$ cat config.mk
export PLATFORM = sky130hd
export DESIGN_NAME = ahb_master_arbiter
export DESIGN_NICKNAME = d
export VERILOG_FILES = /design/src/rtl/ahb_master_arbiter.sv
export SDC_FILE = /design/constraint.sdc
export NUM_CORES = 1
export LEC_CHECK = 0
export ABC_CLOCK_PERIOD_IN_PS = 3500
export BUFFER_PORTS_ARGS = -buffer_cell sky130_fd_sc_hd__buf_4
export CAP_MARGIN = 20
export CELL_PAD_IN_SITES_DETAIL_PLACEMENT = 1
export CELL_PAD_IN_SITES_GLOBAL_PLACEMENT = 2
export CORE_ASPECT_RATIO = 0.75
export CORE_MARGIN = 2
export CORE_UTILIZATION = 34
export CTS_CLUSTER_SIZE = 14
export DETAILED_ROUTE_END_ITERATION = 6
export PLACE_DENSITY = 0.83
export SYNTH_ARGS = -nofsm -noshare
export SYNTH_HDL_FRONTEND = slang
export SYNTH_SLANG_ARGS = --single-unit
$ cat constraint.sdc
create_clock -name HCLK -period 3.5 [get_ports HCLK]
set_clock_uncertainty 0.15 [all_clocks]
set_input_delay 0.175 -clock HCLK [delete_from_list [all_inputs] [get_ports HCLK]]
set_output_delay 0.175 -clock HCLK [all_outputs]
set_load 0.05 [all_outputs]
$ cat src/rtl/ahb_master_arbiter.sv
// Ownership arbiter for a four-port AHB master mux: round-robin with a beat quantum,
// switching only at lock-free, burst-free points once the mux has adopted the last select.
module ahb_master_arbiter #(
  parameter logic [3:0] M_ENABLE    = 4'b1111,
  parameter logic [1:0] PARK_MASTER = 2'd0,
  parameter int         QUANTUM     = 16
) (
  input  logic       HCLK,
  input  logic       HRESET,
  input  logic [3:0] M_REQ,
  input  logic [3:0] M_LOCK,
  input  logic [1:0] MOUT_HTRANS,
  input  logic       MOUT_HREADY,
  output logic [1:0] HMSEL,
  output logic [3:0] HGRANT,
  output logic [1:0] ARB_STATE
);

  typedef enum logic [1:0] {
    ST_PARK    = 2'd0,
    ST_HANDOFF = 2'd1,
    ST_OWNED   = 2'd2
  } arb_state_t;

  localparam logic [7:0] QUANTUM_C = QUANTUM[7:0];
  localparam logic [1:0] HT_BUSY   = 2'd1;
  localparam logic [1:0] HT_SEQ    = 2'd3;

  arb_state_t state_r, state_s;
  logic [1:0] hmsel_r, hmsel_s;
  logic [3:0] hgrant_r;
  logic [7:0] beat_cnt_r, beat_cnt_s;
  logic [1:0] rr_ptr_r, rr_ptr_s;

  logic [3:0] req_v_s;
  logic [3:0] other_v_s;
  logic [3:0] pick_vec_s;
  logic [1:0] winner_s;
  logic       beat_s;
  logic       own_req_s;
  logic       own_lock_s;
  logic       yield_ok_s;

  function automatic logic [3:0] onehot(input logic [1:0] sel);
    onehot = 4'b0001 << sel;
  endfunction

  // Circular search starting one past ptr, so ptr itself is considered last.
  function automatic logic [1:0] rr_pick(input logic [3:0] vec, input logic [1:0] ptr);
    logic [1:0] idx;
    logic       found;
    rr_pick = ptr;
    found   = 1'b0;
    for (int i = 1; i <= 4; i++) begin
      idx = ptr + 2'(i);
      if (!found && vec[idx]) begin
        rr_pick = idx;
        found   = 1'b1;
      end else begin
        found = found;
      end
    end
  endfunction

  // Request qualification, beat detection and winner selection.
  always_comb begin
    req_v_s    = M_REQ & M_ENABLE;
    other_v_s  = req_v_s & ~hgrant_r;
    beat_s     = MOUT_HREADY && MOUT_HTRANS[1];
    own_req_s  = M_REQ[hmsel_r];
    own_lock_s = M_LOCK[hmsel_r];
    if (state_r == ST_OWNED) begin
      pick_vec_s = other_v_s;
    end else begin
      pick_vec_s = req_v_s;
    end
    winner_s   = rr_pick(pick_vec_s, rr_ptr_r);
    // A locked owner only loses the bus once it stops requesting.
    yield_ok_s = (!own_lock_s || !own_req_s) &&
                 (MOUT_HTRANS != HT_SEQ) && (MOUT_HTRANS != HT_BUSY) &&
                 (!own_req_s || ((beat_cnt_r >= QUANTUM_C) && (other_v_s != 4'b0000)));
  end

  // Next-state logic; every decision is gated by MOUT_HREADY so wait states freeze all state.
  always_comb begin
    state_s    = state_r;
    hmsel_s    = hmsel_r;
    beat_cnt_s = beat_cnt_r;
    rr_ptr_s   = rr_ptr_r;
    case (state_r)
      ST_PARK: begin
        if ((req_v_s != 4'b0000) && MOUT_HREADY) begin
          if (winner_s == hmsel_r) begin
            state_s    = ST_OWNED;
            beat_cnt_s = 8'd0;
            rr_ptr_s   = winner_s;
          end else begin
            hmsel_s = winner_s;
            state_s = ST_HANDOFF;
          end
        end else begin
          state_s = ST_PARK;
        end
      end
      ST_HANDOFF: begin
        // The mux latches HMSEL on the first ready cycle; that completes the handoff.
        if (MOUT_HREADY) begin
          beat_cnt_s = 8'd0;
          rr_ptr_s   = hmsel_r;
          if ((req_v_s == 4'b0000) && (hmsel_r == PARK_MASTER)) begin
            state_s = ST_PARK;
          end else begin
            state_s = ST_OWNED;
          end
        end else begin
          state_s = ST_HANDOFF;
        end
      end
      ST_OWNED: begin
        if (MOUT_HREADY) begin
          if (beat_s && (beat_cnt_r < QUANTUM_C)) begin
            beat_cnt_s = beat_cnt_r + 8'd1;
          end else begin
            beat_cnt_s = beat_cnt_r;
          end
          if (yield_ok_s) begin
            if (other_v_s != 4'b0000) begin
              hmsel_s = winner_s;
              state_s = ST_HANDOFF;
            end else begin
              hmsel_s = PARK_MASTER;
              if (hmsel_r == PARK_MASTER) begin
                state_s = ST_PARK;
              end else begin
                state_s = ST_HANDOFF;
              end
            end
          end else begin
            state_s = ST_OWNED;
          end
        end else begin
          state_s = ST_OWNED;
        end
      end
      default: begin
        state_s    = ST_PARK;
        hmsel_s    = PARK_MASTER;
        beat_cnt_s = 8'd0;
        rr_ptr_s   = PARK_MASTER;
      end
    endcase
  end

  // State and registered outputs; HGRANT is recomputed from the same next select as HMSEL.
  always_ff @(posedge HCLK) begin
    if (HRESET) begin
      state_r    <= ST_PARK;
      hmsel_r    <= PARK_MASTER;
      hgrant_r   <= onehot(PARK_MASTER);
      beat_cnt_r <= 8'd0;
      rr_ptr_r   <= PARK_MASTER;
    end else begin
      state_r    <= state_s;
      hmsel_r    <= hmsel_s;
      hgrant_r   <= onehot(hmsel_s);
      beat_cnt_r <= beat_cnt_s;
      rr_ptr_r   <= rr_ptr_s;
    end
  end

  assign HMSEL     = hmsel_r;
  assign HGRANT    = hgrant_r;
  assign ARB_STATE = state_r;

endmodule

==> flow_summary.ini, run 1 <==
[global_route]
grt_max_degree = 16
grt-ovfl-total = 0
grt_pass1_wl_mm = 5.416
grt_usage_pct = 18.78
antenna_found_initial = 0
grt_pass1_vias = 1068

[finish]
nets = 182
antennaDiodeCount = 0
mostFrequentLayoutCells = buf_4 (23), nor2_1 (19), dfxtp_1 (18), inv_1 (9), a21oi_1 (8)
drive_above_1_share_pct = 20.48
final_common_cell = buf_4
final_core_util_pct = 43.52
stdcell_count = 206
area_growth_pct = 23.61

[die]
start_util_pct = 35.21
fp.dieW_um = 71.15
io_pins = 21
core_sq_um = 3266
rows = 18
dieHeight_um = 54.37
die_area_sq_um = 3868

[drt]
viasPerCell = 5.437
drtIter0Drc = 44
drc = 0
ant_nets = 0
vias = 1120
routed_wl_mm = 3.358
firstDrtPassIters = 4
wl_per_cell_um = 16.30

[pwr]
p_int_uw = 514.8
p_per_area_nw_per_um2 = 655.8
p_sw_uw = 417.4
leakagePower_uw = 0.0005816
p_comb_share_pct = 50.0
power_frac_clock_pct = 18.8
swShare_pct = 44.78
ir_drop_mv = 0.3129
seqPwrFrac_pct = 31.2

[critical_path]
endpoint_kind = flip-flop
crit_path_max_fanout = 10
cp_common_cell = a21oi_1
slowest_delay_ns = 0.41
worstPathArrival_ns = 2.75
rrSetupSlack_ns = 0.80
critPathLaunchType = flip-flop
worstPathCellList = nand3b_1, and2_1, a211oi_1, a21oi_1, nor4_4, a21boi_2, or3b_1, a21oi_1
critPathSlowestCell = dfxtp_1
worstPathRequired_ns = 3.55
r2r_cells = 8
setup.worst_path.class = reg2reg

[timing]
period_share_pct = 77.14
fin_setup_tns_ns = 0
max_slew_margin_pct = 53.62
setup-violations-final = 0
fmax_mhz = 370.4
hold_viol = 0
min_period_ns = 2.700
grt_setup_unrepaired = false
tightest_slew_ns = 0.6893
final-max-slew-violation-count = 0

[placed_design]
portBuffers = 20
gp_congestion = 0.7599
place_hpwl_mm = 2.778
dp_cells = 201

[logic_synthesis]
synth_cells = 142
synth_cell_type_count = 40
synth.avg_cell_area_sq_um = 8.098
ys.flop_type = dfxtp_1
synth_nets = 157
synth-seq-cells = 18
ys_warn_count = 0
synth-edff-count = 0
synth_area_sq_um = 1150
async_reset_ff_share_pct = 0
seq_area_frac_synth_pct = 31.34

[worst_hold_path]
hold_depth = 5
min_path_type = in2reg

[clocking]
cts-root-buf = clkbuf_8
clock_path_buffers = 2
cts_tree = built
numCtsBuffers = 3
htree_num_levels = 1
cts_sinks = 18
clkSlewWorstSetupHoldPaths_ns = 0.07
insertion_delay_ns = 0.26

[outcome]
status = completed

[job]
drv_cap = 0
[routing by layer]
metal | part of all wire (%) | up-vias | wire length, um | track usage [%]
met5 | 0 | - | 0 | 0
met4 | 1.8 | 0 | 60 | 7.547
met3 | 3.8 | 5 | 128 | 3.315
met2 | 40 | 23 | 1352 | 27.16
met1 | 54 | 529 | 1816 | 27.48
li1 | - | 563 | - | -
[critical path, delay by kind of cell, from the launching register on]
kind,cells,cell delay (ns)
simple gates,4,1.21
flops,1,0.41
compound gates,4,0.87
[power by group through the flow]
stage | registers [uW] | logic (uW) | clock network [uW]
global route | 300 | 508 | 185
floorplan | 355 | 266 | 0
global placement | 293 | 456 | 0
finish | 291 | 466 | 175
CTS | 291 | 468 | 180
detailed placement | 296 | 465 | 0
[final timing paths]
kind                      start             to
hold / removal      MOUT_HREADY   ARB_STATE[0]
setup / recovery   ARB_STATE[0]    rr_ptr_r[0]
setup reg to reg   ARB_STATE[0]    rr_ptr_r[0]
hold reg to reg   beat_cnt_r[7]  beat_cnt_r[7]
[Yosys cell counts (2+ instances only)]
cell type	count	area, sq um
nand2b_1	5	31.28
mux4_2	2	45.04
a211oi_1	4	30.03
and2_1	5	31.28
o22ai_1	2	12.51
nor2_1	19	71.32
nor3_1	2	10.01
o21ai_0	7	35.03
nand3_1	5	25.02
inv_1	9	33.78
nand3b_1	4	30.03
nor2b_1	7	43.79
xor2_1	3	26.28
dfxtp_1	18	360.4
and4_1	2	17.52
clkbuf_1	3	11.26
nand2_1	7	26.28
ha_1	2	25.02
nor4_1	2	12.51
a21oi_1	8	40.04
a31oi_1	2	12.51
and3_1	6	37.54
[flip-flops by register name, summed over array words and instances (netlist names)]
name / flops
beat_cnt_r: 8
HGRANT: 4
ARB_STATE: 2
HMSEL: 2
rr_ptr_r: 2
[through the flow]
stage	setup WS [ns]	hold WS [ns]	power, uW	area [sq um]
final	0.8000	0.2596	932.2	1421
after global routing	0.5723	0.3050	993.2	1421
after CTS	0.7952	0.2631	939.3	1421
after detailed placement	0.8298	0.2458	760.9	1356
after global placement	0.8280	0.2351	749.3	1356
after floorplan	0.7449	0.09407	620.6	1150
[cell families after synthesis]
logic type	count (synthesis)	share of synthesized area [%]
mux	3	4.788
flops	18	31.34
xor+xnor	3	2.286
fa+ha+maj	2	2.176
buf+inv	13	4.352
simple gates	69	34.39
compound gates	34	20.67
[cell type report]
class,count,area (sq um)
fill,399,1844
timing repair buffer,24,182.7
tap,40,50.05
clock buffer,4,55.05
multi-input combinational,111,739.5
sequential,18,360.3
inverter,9,33.78
[timing repair]
action                                  4_1_cts  5_1_grt
gates resized for setup                       0        0
hold buffers                                  1        0
endpoints found under the setup margin        0        0
buffers inserted                              0        0
hold endpoints to repair                      4        0
Power figures use the tool's default switching activity.
==> run 2, diff against run 1 <==
ABC_CLOCK_PERIOD_IN_PS = 2500   (was 3500)
CORE_UTILIZATION = 31   (was 34)
PLACE_DENSITY = 0.76   (was 0.83)
clock period = 2.5 ns   (was 3.5 ns; I/O delays follow)
==> flow_summary.ini, run 2 (synthesized netlist as in run 1, its figures left out) <==
[outcome]
status = completed

[timing]
min_period_ns = 2.399
fmax_mhz = 416.9
tightest_slew_ns = 0.4484
setup-violations-final = 0
max_slew_margin_pct = 70.11
period_share_pct = 95.95
final-max-slew-violation-count = 0
fin_setup_tns_ns = 0
hold_viol = 0

[global_route]
grt_pass1_vias = 1202
antenna_found_initial = 0
grt-ovfl-total = 0
grt_max_degree = 15
grt_usage_pct = 18.13
grt_pass1_wl_mm = 5.913

[critical_path]
r2r_start = ARB_STATE[0]
slowest_delay_ns = 0.44
critical_path.top_delay_family = simple AND/OR/NAND/NOR gates
r2r_cells = 8
cp_common_cell = and2_4
rrSetupSlack_ns = 0.10
critPathSlowestCell = o41ai_4
reg2reg_to = beat_cnt_r[1]
crit_path_max_fanout = 7
worst-path-buf-inv = 0
worstPathArrival_ns = 2.40
endpoint_kind = flip-flop
worstPathCellList = nand3b_1, and2_4, a221o_1, and3_4, o41ai_4, and2_4, o21ai_1, nor2b_1
critPathLaunchType = flip-flop
setup.worst_path.class = reg2reg
worstPathRequired_ns = 2.50

[clocking]
numCtsBuffers = 3
cts-root-buf = clkbuf_8
clkSlewWorstSetupHoldPaths_ns = 0.07
cts_tree = built
insertion_delay_ns = 0.25
cts_sinks = 18
clock_path_buffers = 2
htree_num_levels = 1

[pwr]
ir_drop_mv = 0.3513
leakagePower_uw = 0.0006368
p_per_area_nw_per_um2 = 909.7

[finish]
area_growth_pct = 37.65
stdcell_count = 226
nets = 190
mostFrequentLayoutCells = buf_4 (31), nor2_1 (19), dfxtp_1 (12), inv_1 (9)
drive_above_1_share_pct = 33.33
fin_area_sq_um = 1583
final_common_cell = buf_4
regMostFlops = beat_cnt_r
antennaDiodeCount = 0
largest_reg_flops = 8
final_core_util_pct = 43.80

[die]
io_pins = 21
start_util_pct = 31.82
fp.dieW_um = 74.33
rows = 19
die_area_sq_um = 4218
core_sq_um = 3613
dieHeight_um = 56.75

[worst_hold_path]
hold_depth = 5
hold-path-endpoint = ARB_STATE[0]
min_path_type = in2reg
min_from = MOUT_HREADY

[placed_design]
gp_congestion = 0.7769
placed_cell_area_sq_um = 1426
portBuffers = 20
dp_cells = 219
place_hpwl_mm = 2.770

[drt]
drtIter0Drc = 36
vias = 1162
ant_nets = 0
routed_wl_mm = 3.476
viasPerCell = 5.142
drc = 0
firstDrtPassIters = 5
wl_per_cell_um = 15.38

[job]
drv_cap = 0
## run 2: per-stage QoR
stage	setup WS, ns	hold slack (ns)	total power [uW]
3_3_place_gp	0.02712	0.1918	1105
3_5_place_dp	-0.04626	0.1900	1110
5_1_grt	-0.005178	0.3011	1534
6_report	0.1013	0.2130	1440
4_1_cts	0.008606	0.2133	1380
2_1_floorplan	-0.02007	0.04407	877.3
## run 2: layout make-up
class / count / area (sq um)
Multi-Input combinational cell: 111 / 810.8
Timing Repair Buffer: 32 / 242.7
Tap cell: 52 / 65.06
Fill cell: 434 / 2031
Sequential cell: 18 / 375.4
Inverter: 9 / 33.78
Clock buffer: 4 / 55.05
## run 2: what timing repair did
item                       CTS  global route
hold buffers                 1             0
pin swaps                    1             9
gates resized for setup      1            17
setup endpoints to repair    5            15
setup buffers                0             2
hold endpoints to repair     4             0
## run 2: worst max path at each step
stage	from	endpoint	cells after the start
2_1_floorplan	HMSEL[0]	HGRANT[1]	8
3_3_place_gp	ARB_STATE[0]	beat_cnt_r[1]	8
3_5_place_dp	ARB_STATE[0]	beat_cnt_r[1]	8
4_1_cts	ARB_STATE[0]	beat_cnt_r[1]	8
5_1_grt	ARB_STATE[0]	rr_ptr_r[0]	8
6_report	ARB_STATE[0]	beat_cnt_r[1]	8
## run 2: where the power goes
| group | leakage [uW] | internal (uW) | total [uW] | switching [uW] |
|---|---|---|---|---|
| sequential | 0.000150 | 343 | 407 | 64.1 |
| combinational | 0.000458 | 329 | 789 | 461 |
| clock | 0.0000288 | 140 | 244 | 104 |
## run 2: worst register-to-register path, stage by stage (launching register included)
cell,delay (ns)
dfxtp_4,0.36
nand3b_1,0.19
and2_4,0.17
a221o_1,0.35
and3_4,0.19
o41ai_4,0.44
and2_4,0.26
o21ai_1,0.06
nor2b_1,0.12
## run 2: per-layer routing
metal	global-route usage, %	part of all wire [%]	wire length (um)	vias to the layer above
met3	3.770	4.4	154	4
li1	-	-	-	574
met5	0	0	0	-
met4	3.571	1.0	35	0
met1	28.42	54	1861	556
met2	25.26	41	1424	28
==> run 3, diff against run 2 <==
BUFFER_PORTS_ARGS = -buffer_cell sky130_fd_sc_hd__buf_2   (was -buffer_cell sky130_fd_sc_hd__buf_4)
==> flow_summary.ini, run 3 (synthesized netlist as in run 1, its figures left out) <==
[global_route]
grt-ovfl-total = 0
antenna_found_initial = 0
grt_pass1_wl_mm = 5.768
grt_max_degree = 14
grt_usage_pct = 17.60
grt_pass1_vias = 1185

[finish]
nets = 190
mostFrequentLayoutCells = buf_2 (20), nor2_1 (19), dfxtp_1 (12), buf_4 (11), inv_1 (9)
area_growth_pct = 30.90
largest_reg_flops = 8
stdcell_count = 226
final_common_cell = buf_2
regMostFlops = beat_cnt_r
antennaDiodeCount = 0
fin_area_sq_um = 1505
drive_above_1_share_pct = 32.76

[placed_design]
dp_cells = 219
portBuffers = 20
placed_cell_area_sq_um = 1376
place_hpwl_mm = 2.725
dp_slack_ns = -0.01348
gp_congestion = 0.7599

[critical_path]
setup.worst_path.class = reg2reg
worstPathRequired_ns = 2.55
worstPathCellList = nand3b_1, and2_4, a221o_1, and3_4, nor4_4, a21boi_2, or3b_1, a21oi_2
endpoint_kind = flip-flop
slowest_delay_ns = 0.39
critPathSlowestCell = or3b_1
crit_path_max_fanout = 7
r2r_start = ARB_STATE[0]
r2r_cells = 8
reg2reg_to = rr_ptr_r[0]
critPathLaunchType = flip-flop
worstPathArrival_ns = 2.45
rrSetupSlack_ns = 0.10

[worst_hold_path]
hold-path-endpoint = ARB_STATE[1]
min_from = MOUT_HTRANS[0]
min_path_type = in2reg
hold_depth = 4

[clocking]
numCtsBuffers = 3
cts-root-buf = clkbuf_8
insertion_delay_ns = 0.26
cts_sinks = 18
clkSlewWorstSetupHoldPaths_ns = 0.08
htree_num_levels = 1
clock_path_buffers = 2
cts_tree = built

[drt]
drtIter0Drc = 33
drc = 0
wl_per_cell_um = 15.44
viasPerCell = 5.155
ant_nets = 0
firstDrtPassIters = 6
vias = 1165
routed_wl_mm = 3.489

[pwr]
p_int_uw = 784.7
swShare_pct = 44.42
power_frac_clock_pct = 17.5
leakagePower_uw = 0.0006236
p_per_area_nw_per_um2 = 938.0
p_comb_share_pct = 54.2
p_sw_uw = 627.2
seqPwrFrac_pct = 28.3
ir_drop_mv = 0.3679

[die]
start_util_pct = 31.82
dieHeight_um = 56.75
core_sq_um = 3613
io_pins = 21
die_area_sq_um = 4218
fp.dieW_um = 74.33
rows = 19

[timing]
hold_viol = 0
fin_setup_tns_ns = 0
max_slew_margin_pct = 69.02
period_share_pct = 95.86
final-max-slew-violation-count = 0
setup-violations-final = 0
fmax_mhz = 417.3
tightest_slew_ns = 0.4647
min_period_ns = 2.396
worst_slack_ns = 0.1036

[job]
drv_cap = 0

[outcome]
status = completed
==> run 3: cell counts in the layout (fill, tap and decap cells not counted) <==
No cell type changed its count.
==> run 3: stage by stage <==
step                hold slack [ns]  power, uW  util (%)
CTS                        -0.04182       1329     39.65
floorplan                   0.04407      877.3         -
finish                       0.1873       1412     41.66
global route                 0.2312       1509     41.66
detailed placement           0.2345       1078     38.09
global placement             0.2389       1070     38.09
==> run 3: how the worst max path moves through the flow <==
| stage | startpoint | end | slack, ns | cells past startpoint |
|---|---|---|---|---|
| 2_1_floorplan | HMSEL[0] | HGRANT[1] | -0.02 | 8 |
| 3_3_place_gp | ARB_STATE[0] | beat_cnt_r[1] | 0.02 | 8 |
| 3_5_place_dp | ARB_STATE[0] | beat_cnt_r[1] | -0.01 | 8 |
| 4_1_cts | ARB_STATE[0] | beat_cnt_r[1] | -0.01 | 8 |
| 5_1_grt | ARB_STATE[0] | rr_ptr_r[0] | -0.02 | 8 |
| 6_report | ARB_STATE[0] | rr_ptr_r[0] | 0.10 | 8 |
==> run 3: critical path: cells and delay by family (launching register included) <==
| kind | cells | cell delay [ns] |
|---|---|---|
| compound gates | 3 | 0.58 |
| flops | 1 | 0.34 |
| simple gates | 5 | 1.27 |
==> run 3: power groups by stage <==
stage / Sequential [uW] / Clock [uW] / Combinational (uW)
2_1_floorplan: 504 / 0 / 373
3_3_place_gp: 401 / 0 / 668
3_5_place_dp: 405 / 0 / 673
4_1_cts: 398 / 253 / 678
5_1_grt: 410 / 272 / 827
6_report: 399 / 248 / 765
==> run 3: repair_timing <==
item	4_1_cts	5_1_grt
hold endpoints to repair	4	4
setup endpoints to repair	6	12
setup buffers	0	2
resized for setup	1	13
pin swaps	1	5
==> run 3: final cells by class <==
class	instances	area, sq um
timing repair buffer	32	192.7
tap	52	65.06
fill	457	2108
multi-input combinational	111	788.3
clock buffer	4	55.05
sequential	18	370.4
inverter	9	33.78
==> run 3: layer usage <==
metal  GRT usage (%)  share of wire [%]
met5               0                  0
met4           4.592               0.43
met3           2.873                2.3
met2           24.36                 42
met1           27.70                 55
